[config.mk]
export PLATFORM = sky130hd
export DESIGN_NAME = uart_rx_framer
export DESIGN_NICKNAME = d
export VERILOG_FILES = /design/src/rtl/uart_rx_pkg.sv /design/src/rtl/uart_rx_sync.sv /design/src/rtl/uart_rx_framer.sv
export SDC_FILE = /design/constraint.sdc
export NUM_CORES = 1
export LEC_CHECK = 0
export CORE_MARGIN = 1
export CORE_UTILIZATION = 55
export CTS_BUF_LIST = sky130_fd_sc_hd__clkbuf_8
export DETAILED_ROUTE_END_ITERATION = 8
export GPL_ROUTABILITY_DRIVEN = 0
export GPL_TIMING_DRIVEN = 0
export PLACE_DENSITY = 0.75
export SKIP_LAST_GASP = 1
export SLEW_MARGIN = 20
export SYNTH_ARGS = -nofsm -noshare
export SYNTH_HDL_FRONTEND = slang
export SYNTH_SLANG_ARGS = --single-unit
[constraint.sdc]
create_clock -name i_baud_clk -period 2.9 [get_ports i_baud_clk]
set_clock_uncertainty 0.05 [all_clocks]
set_input_delay 0.725 -clock i_baud_clk [delete_from_list [all_inputs] [get_ports i_baud_clk]]
set_output_delay 0.725 -clock i_baud_clk [all_outputs]
set_load 0.03 [all_outputs]
[src/rtl/uart_rx_pkg.sv]
// rtl/uart_rx_pkg.sv - receive framer states and status-word bit positions
package uart_rx_pkg;

  typedef enum logic [2:0] {
    IDLE   = 3'd0,
    DATA   = 3'd1,
    PARITY = 3'd2,
    STOP   = 3'd3,
    BREAK  = 3'd4
  } state_t;

  localparam int DATA_LSB = 0;
  localparam int PAR_BIT  = 8;
  localparam int FE_BIT   = 9;
  localparam int BE_BIT   = 10;
  localparam int OE_BIT   = 11;

endpackage

[src/rtl/uart_rx_sync.sv]
// rtl/uart_rx_sync.sv - RX line synchroniser, flops preset to the idle-high level
module uart_rx_sync #(
  parameter int SYNC_STAGES = 2
) (
  input  logic i_clk,
  input  logic i_rst,
  input  logic i_d,
  output logic o_q
);

  logic [SYNC_STAGES-1:0] r_chain;

  always_ff @(posedge i_clk or negedge i_rst) begin
    if (!i_rst) begin
      r_chain <= '1;
    end else begin
      r_chain <= {r_chain[SYNC_STAGES-2:0], i_d};
    end
  end

  assign o_q = r_chain[SYNC_STAGES-1];

endmodule

[src/rtl/uart_rx_framer.sv]
// rtl/uart_rx_framer.sv - UART receive framer, one status word per frame
// Optional parity bit enabled by defining UART_RX_PARITY_EN.
module uart_rx_framer
  import uart_rx_pkg::*;
#(
  parameter int FIFO_WIDTH_R = 12,
  parameter int SYNC_STAGES  = 2,
  parameter int STOP_BITS    = 1
) (
  input  logic                    i_baud_clk,
  input  logic                    i_rst,
  input  logic                    i_rx_en,
  input  logic                    i_data_in,
  input  logic                    i_word_ready,
  output logic                    o_word_valid,
  output logic [FIFO_WIDTH_R-1:0] o_word_out,
  output logic                    o_busy
);

  logic                    w_rx_s;
  state_t                  r_state;
  state_t                  w_state_nxt;
  logic [2:0]              r_bit_cnt;
  logic [7:0]              r_shift;
  logic                    r_par;
  logic                    r_fe;
  logic                    r_stop_hi;
  logic                    r_stop_cnt;
  logic                    r_word_valid;
  logic [FIFO_WIDTH_R-1:0] r_word_out;
  logic                    w_last_stop;
  logic                    w_fe;
  logic                    w_be;
  logic                    w_publish;
  logic [FIFO_WIDTH_R-1:0] w_word;

  uart_rx_sync #(.SYNC_STAGES(SYNC_STAGES)) u_sync (
    .i_clk (i_baud_clk),
    .i_rst (i_rst),
    .i_d   (i_data_in),
    .o_q   (w_rx_s)
  );

  // Error flags include the stop sample being taken this cycle.
  assign w_last_stop = (r_stop_cnt == 1'(STOP_BITS - 1));
  assign w_fe        = r_fe | ~w_rx_s;
`ifdef UART_RX_PARITY_EN
  assign w_be        = (r_shift == 8'h00) & ~r_par & ~r_stop_hi & ~w_rx_s;
`else
  assign w_be        = (r_shift == 8'h00) & ~r_stop_hi & ~w_rx_s;
`endif
  assign w_publish   = (r_state == STOP) && w_last_stop;

  always_comb begin
    w_state_nxt = r_state;
    case (r_state)
      IDLE:   if (i_rx_en && !w_rx_s) w_state_nxt = DATA;
`ifdef UART_RX_PARITY_EN
      DATA:   if (r_bit_cnt == 3'd7) w_state_nxt = PARITY;
`else
      DATA:   if (r_bit_cnt == 3'd7) w_state_nxt = STOP;
`endif
      PARITY: w_state_nxt = STOP;
      STOP:   if (w_last_stop) w_state_nxt = w_be ? BREAK : IDLE;
      BREAK:  if (w_rx_s) w_state_nxt = IDLE;
      default: w_state_nxt = IDLE;
    endcase
  end

  always_ff @(posedge i_baud_clk or negedge i_rst) begin
    if (!i_rst) r_state <= IDLE;
    else        r_state <= w_state_nxt;
  end

  always_ff @(posedge i_baud_clk or negedge i_rst) begin
    if (!i_rst) begin
      r_bit_cnt  <= 3'd0;
      r_shift    <= 8'h00;
      r_par      <= 1'b0;
      r_fe       <= 1'b0;
      r_stop_hi  <= 1'b0;
      r_stop_cnt <= 1'b0;
    end else begin
      case (r_state)
        IDLE: if (w_state_nxt == DATA) begin
          r_bit_cnt  <= 3'd0;
          r_par      <= 1'b0;
          r_fe       <= 1'b0;
          r_stop_hi  <= 1'b0;
          r_stop_cnt <= 1'b0;
        end
        DATA: begin
          r_shift[r_bit_cnt] <= w_rx_s;
          r_bit_cnt          <= r_bit_cnt + 3'd1;
        end
        PARITY: r_par <= w_rx_s;
        STOP: begin
          r_fe       <= w_fe;
          r_stop_hi  <= r_stop_hi | w_rx_s;
          r_stop_cnt <= r_stop_cnt + 1'b1;
        end
        default: ;
      endcase
    end
  end

  always_comb begin
    w_word                       = '0;
    w_word[DATA_LSB +: 8]        = r_shift;
    w_word[PAR_BIT]              = r_par;
    w_word[FE_BIT]               = w_fe;
    w_word[BE_BIT]               = w_be;
    w_word[OE_BIT]               = r_word_valid & ~i_word_ready;
  end

  // A publish wins over a same-cycle handshake so the new word is never lost.
  always_ff @(posedge i_baud_clk or negedge i_rst) begin
    if (!i_rst) begin
      r_word_valid <= 1'b0;
      r_word_out   <= '0;
    end else if (w_publish) begin
      r_word_valid <= 1'b1;
      r_word_out   <= w_word;
    end else if (r_word_valid && i_word_ready) begin
      r_word_valid <= 1'b0;
    end
  end

  assign o_word_valid = r_word_valid;
  assign o_word_out   = r_word_out;
  assign o_busy       = (r_state != IDLE);

endmodule

==> results by stage, run 1 <==
Placement:
- The post-detailed-placement half-perimeter wirelength is around 2000 µm.
- During placement, the flow inserted port buffers numbering 18.
- The placed instances occupy a cell area of 1700 µm².

Setup path:
- Data on the critical path arrives at its endpoint at roughly 1.8 ns.
- The launch instance of the worst register-to-register path is r_bit_cnt[0].
- At the worst endpoint, the required time is roughly 2.1 ns.
- The path depth of the worst reg2reg path is 3.
- The worst setup path is of the register to primary output kind.
- The worst reg2reg path endpoint is r_shift[6].
- In this run the worst setup path begins at r_state[1].
- The worst setup path is launched from a register.
- The worst register-to-register path has a setup slack of approximately 1.4 ns.
- STA classifies the critical path endpoint as a primary output.
- Of all nets on the critical path, the largest fanout is 10.

Global routing:
- The wire length of the first global-routing pass is about 4500 µm.
- The initial antenna violation count was 0.
- Entering global routing, the biggest net connects 34 pins.
- The number of global-route vias before repair is around 950.
- Summed over all layers, the global routing overflow is 0.
- The overall routing resource usage is 0.229.

Finish:
- From synthesis to final layout, the design area changed by 22.1%.
- The count of fill cells added during filler insertion is just under 200.
- The share of final-layout standard cells stronger than drive strength 1 is 0.181.
- The number of antenna diodes in the final layout is 0.
- In the final design database the tool counted approximately 170 nets.
- The design area is between 1500 and 2000 µm².

Timing:
- At the pin with the least slew margin, the transition time is around 0.71 ns.
- Setup violations remaining at the end of the flow were counted as 0.
- Setup repair after global routing left no endpoint under its margin.
- The count of final hold-check violations is 0.
- The count of pins over their slew limit is 0.
- For the final routed database, the setup TNS stands at 0 ns.
- The minimum clock period is approximately 2.6 ns.
- Static timing analysis puts the maximum clock frequency at 386 MHz.
- Dividing the final minimum period by the clock period gives 0.894.
- Headroom to the max-slew limit came out at 0.526.

Floorplan:
- The starting density of the core is 0.590.
- The placement row count is 18.
- In this run the vertical extent of the chip is 54.0 µm.
- The die span in x is 54.0 µm.
- 19 I/O pins were placed.
- The area of the core is around 2500 µm².
- The die area is between 2000 and 3000 µm².

Clocking:
- The tree built by TritonCTS fans out to 33 sinks.
- The clock passes through at most 2 buffers.
- Clock tree synthesis inserted a total of 5 buffers.
- Clock-pin slew was measured on the worst setup and hold paths at 0.07 ns.
- The number of buffers inserted for hold repair after clock tree synthesis is 0.
- The clock latency of the later-clocked register in the worst-skew pair is 0.28 ns.
- The CTS tree is done.
- After clock tree synthesis, the setup repair step added 0 buffers.
- The number of gates resized after CTS was 0.
- The H-tree was split into 2 levels.
- The tree is rooted in a clkbuf_8.

Drt:
- The count of antenna-violating nets left after detailed routing is 0.
- The count of TritonRoute iterations in the first routing pass is 4.
- The detailed router finished its first iteration with 15 violations.
- The per-cell via count in the routed design is approximately 5.4.
- In the routed design, unresolved DRC markers number 0.
- The total wire length after detailed routing is about 2800 µm.
- The total via count in the routed design is 1051.
- In the final routed layout, each cell accounts on average for 14.4 µm.

Synth:
- Of the synthesized area, sequential elements account for 0.556.
- The count of different cell masters after synthesis is 35.
- The synthesized area divided by synthesized cell count is approximately 11 µm².
- Synthesis handed over a netlist of 140 instances.
- The number of warning messages in the yosys log is 0.
- The flip-flop and latch count after synthesis is 33.
- The number of nets in the synthesized netlist is approximately 150.
- The netlist area before placement is between 1000 and 1500 µm².

Hold path:
- The worst hold path terminates at u_sync.r_chain[1].
- The startpoint identified for the worst hold timing path is u_sync.r_chain[0].
- The hold path depth is 0.
- The tightest min-delay check is of the register to register type.

Pwr:
- In this run the static leakage power is around 0.83 nW.
- VDD sags by at most approximately 840 µV.
- The power density over the cells is 1190 nW/µm².

Status:
- The run finished with clean final reports.

Job:
- The max-cap violation count is 0.
## critical path: stages, from the launching register on
cell and delay [ns]:
dfrtp_1 0.48, buf_6 0.19, nor2_1 0.19, nand2_1 0.09
clkdlybuf4s50_1 0.59
## worst max path at each step
| stage | endpoint | slack (ns) |
|---|---|---|
| after floorplan | o_busy | 1.15 |
| after global placement | r_shift[2] | 0.49 |
| after detailed placement | o_busy | 0.63 |
| after CTS | o_busy | 0.31 |
| after global routing | o_busy | 0.23 |
| final | o_busy | 0.31 |
## kinds of logic (layout without fill, tap and decap cells)
group,Yosys count,count (layout),synth area share
fa+ha+maj,2,2,0.0168
flops,33,33,0.556
mux,8,8,0.0605
compound gates,16,16,0.0622
simple gates,71,71,0.265
buf+inv,10,36,0.0395
## layer usage
metal | vias up | global-route usage | part of all wire
li1 | 526 | - | -
met1 | 503 | 0.301 | 0.49
met2 | 19 | 0.348 | 0.46
met3 | 3 | 0.0847 | 0.041
met4 | 0 | 0.0769 | 0.010
met5 | - | 0 | 0
## final cells by class
class | instances | area, µm² | share of cell area
buffer | 6 | 43.8 | 0.0241
clock buffer | 6 | 82.6 | 0.0454
clock inverter | 2 | 33.8 | 0.0186
inverter | 4 | 15.0 | 0.00826
multi-input combinational | 97 | 602 | 0.331
sequential | 33 | 828 | 0.456
tap | 30 | 37.5 | 0.0206
timing repair buffer | 18 | 175 | 0.0964
## power breakdown
part | internal, mW | leakage [nW] | switching (mW)
logic | 0.420 | 0.359 | 0.489
clock network | 0.276 | 0.0626 | 0.159
registers | 0.655 | 0.411 | 0.170
## Yosys cell counts
cell type / instances / area [µm²]
dfstp_2: 2 / 52.6
a2bb2oi_1: 1 / 8.76
nand4bb_2: 1 / 16.3
o21bai_1: 1 / 7.51
buf_6: 2 / 22.5
buf_4: 1 / 7.51
nor3b_4: 1 / 18.8
a21oi_1: 6 / 30.0
or2b_1: 1 / 7.51
o21ai_0: 2 / 10.0
nand4_1: 2 / 12.5
dfrtp_1: 31 / 776
or4b_4: 1 / 13.8
a31oi_1: 2 / 12.5
inv_1: 4 / 15.0
nor2_1: 5 / 18.8
nor4_1: 2 / 12.5
ha_1: 2 / 25.0
o32ai_1: 1 / 8.76
or4b_1: 1 / 10.0
nand3b_1: 3 / 22.5
nand3_1: 4 / 20.0
buf_2: 2 / 10.0
o21ai_1: 3 / 15.0
clkbuf_1: 1 / 3.75
nor3_1: 1 / 5.00
mux2_2: 8 / 90.1
nor2b_1: 2 / 12.5
nor4b_4: 1 / 23.8
or3b_2: 1 / 8.76
nand2b_1: 1 / 6.26
nand2_1: 41 / 154
nor3b_1: 1 / 7.51
and4bb_2: 1 / 12.5
nor2_4: 1 / 11.3
## cells in the final DEF, fill, tap and decap left out, types with 3 or more instances in the layout
cell,count
a21oi_1,6
buf_2,3
clkbuf_8,6
clkdlybuf4s50_1,17
dfrtp_1,31
inv_1,5
mux2_2,8
nand2_1,41
nand3_1,4
nand3b_1,3
nor2_1,5
o21ai_1,3
## metrics by stage
stage               setup WS, ns  cells  hold WS [ns]  power, mW   util
finish                     0.307    196         0.305       2.17  0.721
global route               0.226    196         0.311       2.30  0.721
CTS                        0.312    196         0.307       2.19  0.721
detailed placement         0.630    188         0.297       1.75  0.675
global placement           0.486    188         0.295       1.71  0.677
floorplan                   1.15    140         0.295       1.43      -
## sequential cells by signal (all words and copies together) (netlist names)
register / count
o_word_out: 12
r_shift: 8
r_bit_cnt: 3
r_state: 3
u_sync.r_chain: 2
o_word_valid: 1
r_fe: 1
r_par: 1
r_stop_cnt: 1
r_stop_hi: 1
No activity file was read; power rests on OpenSTA's default activity.
==> run 2: changes to the inputs <==
--- a/config.mk
+++ b/config.mk
@@ -5,13 +5,15 @@
 export SDC_FILE = /design/constraint.sdc
 export NUM_CORES = 1
 export LEC_CHECK = 0
-export CORE_MARGIN = 1
-export CORE_UTILIZATION = 55
+export CELL_PAD_IN_SITES_DETAIL_PLACEMENT = 1
+export CELL_PAD_IN_SITES_GLOBAL_PLACEMENT = 2
+export CORE_MARGIN = 10
+export CORE_UTILIZATION = 39
 export CTS_BUF_LIST = sky130_fd_sc_hd__clkbuf_8
 export DETAILED_ROUTE_END_ITERATION = 8
 export GPL_ROUTABILITY_DRIVEN = 0
 export GPL_TIMING_DRIVEN = 0
-export PLACE_DENSITY = 0.75
+export PLACE_DENSITY = 0.81
 export SKIP_LAST_GASP = 1
 export SLEW_MARGIN = 20
 export SYNTH_ARGS = -nofsm -noshare
==> run 2 against run 1 <==
  * Core utilization fell by 22 points
  * Register-to-register slack barely moved
  * Fmax fell by 0.97%
  * Final area rose by 1.2%
  * Hold slack improved by 0.0053 ns
  * Global-route usage fell by 11 points
  * First-iteration DRC count rose to 3.5 times the previous value
  * Clock power rose by 3%
  * Largest power group unchanged
  * Sequential power rose by 0.7%
  * Worst setup slack got worse by 0.025 ns
  * Critical endpoint unchanged
  * Non-clock buffer count did not move
==> results by stage, run 2 (synthesis results as in run 1) <==
Status:
- The flow ran to the end, and the final reports show no timing, DRC or antenna violations.

Pwr:
- The clock share of power is 0.203.
- The internal power summed over all cells is 1.35 mW.
- Across the VDD grid, the largest voltage drop is roughly 450 µV.
- The part of the total power dissipated in sequential elements is 0.378.
- Power spread over the standard cell area amounts to about 1200 nW/µm².
- The static leakage is approximately 0.83 nW.
- Of the total power, the share spent switching nets is 0.385.
- The combinational power share is 0.419.
- The net switching power figure is about 0.85 mW.

Drt:
- The per-cell routed wire length is 16.0 µm.
- Wire segments on met2 add up to around 1700 µm in the final route.
- The total via count in the routed design is ~1100.
- The first routing iteration left 52 violations.
- After detailed routing, the number of vias per cell comes to 5.12.
- The count of TritonRoute iterations in the first routing pass is 4.
- The amount of wire on met3 after detailed routing is between 150 and 200 µm.
- In the final routing, the length of wire on met1 measures roughly 1500 µm.
- Summed over all layers, the routed wires come to 3430 µm.
- Once detail routing completed, the nets flagged for antenna violations numbered 0.
- The number of DRC violations after detailed routing is 0.
- The highest metal layer used by the detailed router is met4.

Setup path:
- The critical path ends at o_busy.
- The worst setup path is captured at a primary output.
- Tracing the worst setup path back leads to its startpoint at r_state[1].
- The data required time at the worst endpoint is 2.12 ns.
- The arrival time of data at the critical path endpoint is roughly 1.8 ns.
- Of all nets on the critical path, the largest fanout is 10.
- The startpoint type of the worst setup path is a register.
- Measured in cells, the most critical reg-to-reg path has a length of 3.
- In this run the register-to-register setup slack is 1.38 ns.
- The kind of critical path is register to primary output.
- The endpoint identified for the worst register-to-register timing path is r_shift[6].
- The launch instance of the worst register-to-register path is r_bit_cnt[0].

Timing:
- The worst hold margin is a little over 0.3 ns.
- The relative max-transition margin is 0.517.
- The number of endpoints failing setup at the final stage is 0.
- After layout, the minimum clock period comes to 2.62 ns.
- Setup repair after global routing left no endpoint under its margin.
- The actual transition at the worst max-transition pin is slightly above 0.7 ns.
- Of the available clock period, the critical path in the final layout requires 0.903.
- The fmax is ~380 MHz.
- The count of pins over their slew limit is 0.
- The count of final hold-check violations is 0.
- The setup total negative slack is 0 ns.

Hold path:
- The class of the worst hold path is register to register.
- The critical hold path startpoint is u_sync.r_chain[0].

Global routing:
- The overall routing resource usage is 0.119.
- The number of global-route vias before repair is between 1000 and 1500.
- Entering global routing, the biggest net connects 34 pins.
- Global routing finished with a remaining overflow of 0.
- The initial antenna violation count came to 0.
- The wire length of the first global-routing pass is around 6000 µm.

Floorplan:
- The die boundary height is between 80 and 90 µm.
- The initial utilization of the core area, before any placement, comes to 0.404.
- The placement row count is 22.
- The area of the core is between 3000 and 4000 µm².
- 19 I/O pins were placed.
- The floorplan step defined a die boundary enclosing 6690 µm².
- The die span in x is approximately 82 µm.

Finish:
- The non-filler instance count after layout is 214.
- The count of fill cells added during filler insertion is 425.
- In the final design database the tool counted 172 nets.
- 0 antenna diodes ended up in the layout.
- Summing all flip-flop and latch instances after layout gives ~830 µm².
- The area of the multi-input gates is ~600 µm².
- The most common cell after layout, fill and taps aside is nand2_1.
- The top cell types in the final layout, fill and taps aside, are 41 x nand2_1, 31 x dfrtp_1, 17 x clkdlybuf4s50_1.
- The area growth from synthesis to layout is 23.6%.
- Of the cells placed in the final design, the portion with a size suffix greater than 1 is 0.181.
- The number of flip-flops in the largest register is 12.

Clocking:
- The number of clock buffers inserted by TritonCTS is 5.
- After clock tree synthesis, the clock-pin slew on the worst setup and hold paths is 0.07 ns.
- The maximum buffer depth of the clock tree is 2.
- The count of instances resized after the clock tree is built is 0.
- The number of buffers inserted for hold repair after clock tree synthesis is 0.
- The CTS tree is done.
- Clock tree synthesis selected as its root buffer the cell clkbuf_8.
- The number of buffers added for setup after CTS is 0.
- The total number of H-tree levels is 2.
- The clock net sink count is 33.
- The clock latency of the later-clocked register in the worst-skew pair is roughly 0.29 ns.

Job:
- The max-cap violation count is 0.

Placement:
- Port buffering added 18 buffers.
- The total instance count after detailed placement is about 210.
- The post-detailed-placement half-perimeter wirelength is 2560 µm.
-- run 2: critical path, stage by stage, from the launching register on --
cell and delay [ns]:
dfrtp_1 0.49, buf_6 0.19, nor2_1 0.19, nand2_1 0.08, clkdlybuf4s50_1 0.59
-- run 2: power by group through the flow --
stage,combinational [mW],clock [mW],sequential [mW]
6_report,0.920,0.447,0.831
5_1_grt,1.02,0.482,0.866
4_1_cts,0.941,0.457,0.834
3_5_place_dp,0.936,0,0.842
3_3_place_gp,0.909,0,0.829
2_1_floorplan,0.485,0,0.945
-- run 2: metrics by stage --
step	util	setup slack [ns]	total power, mW	area (µm²)
2_1_floorplan	-	1.15	1.43	1490
3_3_place_gp	0.469	0.413	1.74	1730
3_5_place_dp	0.467	0.587	1.78	1720
4_1_cts	0.499	0.266	2.23	1840
5_1_grt	0.499	0.174	2.37	1840
6_report	0.499	0.281	2.20	1840
-- run 2: cell type report --
class                   count  area share
clock buffers               6      0.0449
plain buffers               6      0.0238
repair buffers             18      0.0952
clock inverters             2      0.0184
well taps                  48      0.0326
inverters                   4     0.00816
flip-flops and latches     33       0.450
multi-input cells          97       0.327
-- run 2: metal layers --
metal | global-route usage | vias to the layer above
met5 | 0 | -
met4 | 0.0714 | 0
met3 | 0.0349 | 7
met2 | 0.197 | 17
met1 | 0.132 | 544
li1 | - | 527
-- run 2: worst min-delay path by stage --
stage                     depth (start not counted)  slack [ns]           endpoint
after floorplan                                   0        0.30  u_sync.r_chain[1]
after CTS                                         0        0.31  u_sync.r_chain[1]
after detailed placement                          0        0.30  u_sync.r_chain[1]
after global routing                              0        0.32  u_sync.r_chain[1]
final                                             0        0.31  u_sync.r_chain[1]
after global placement                            0        0.30  u_sync.r_chain[1]
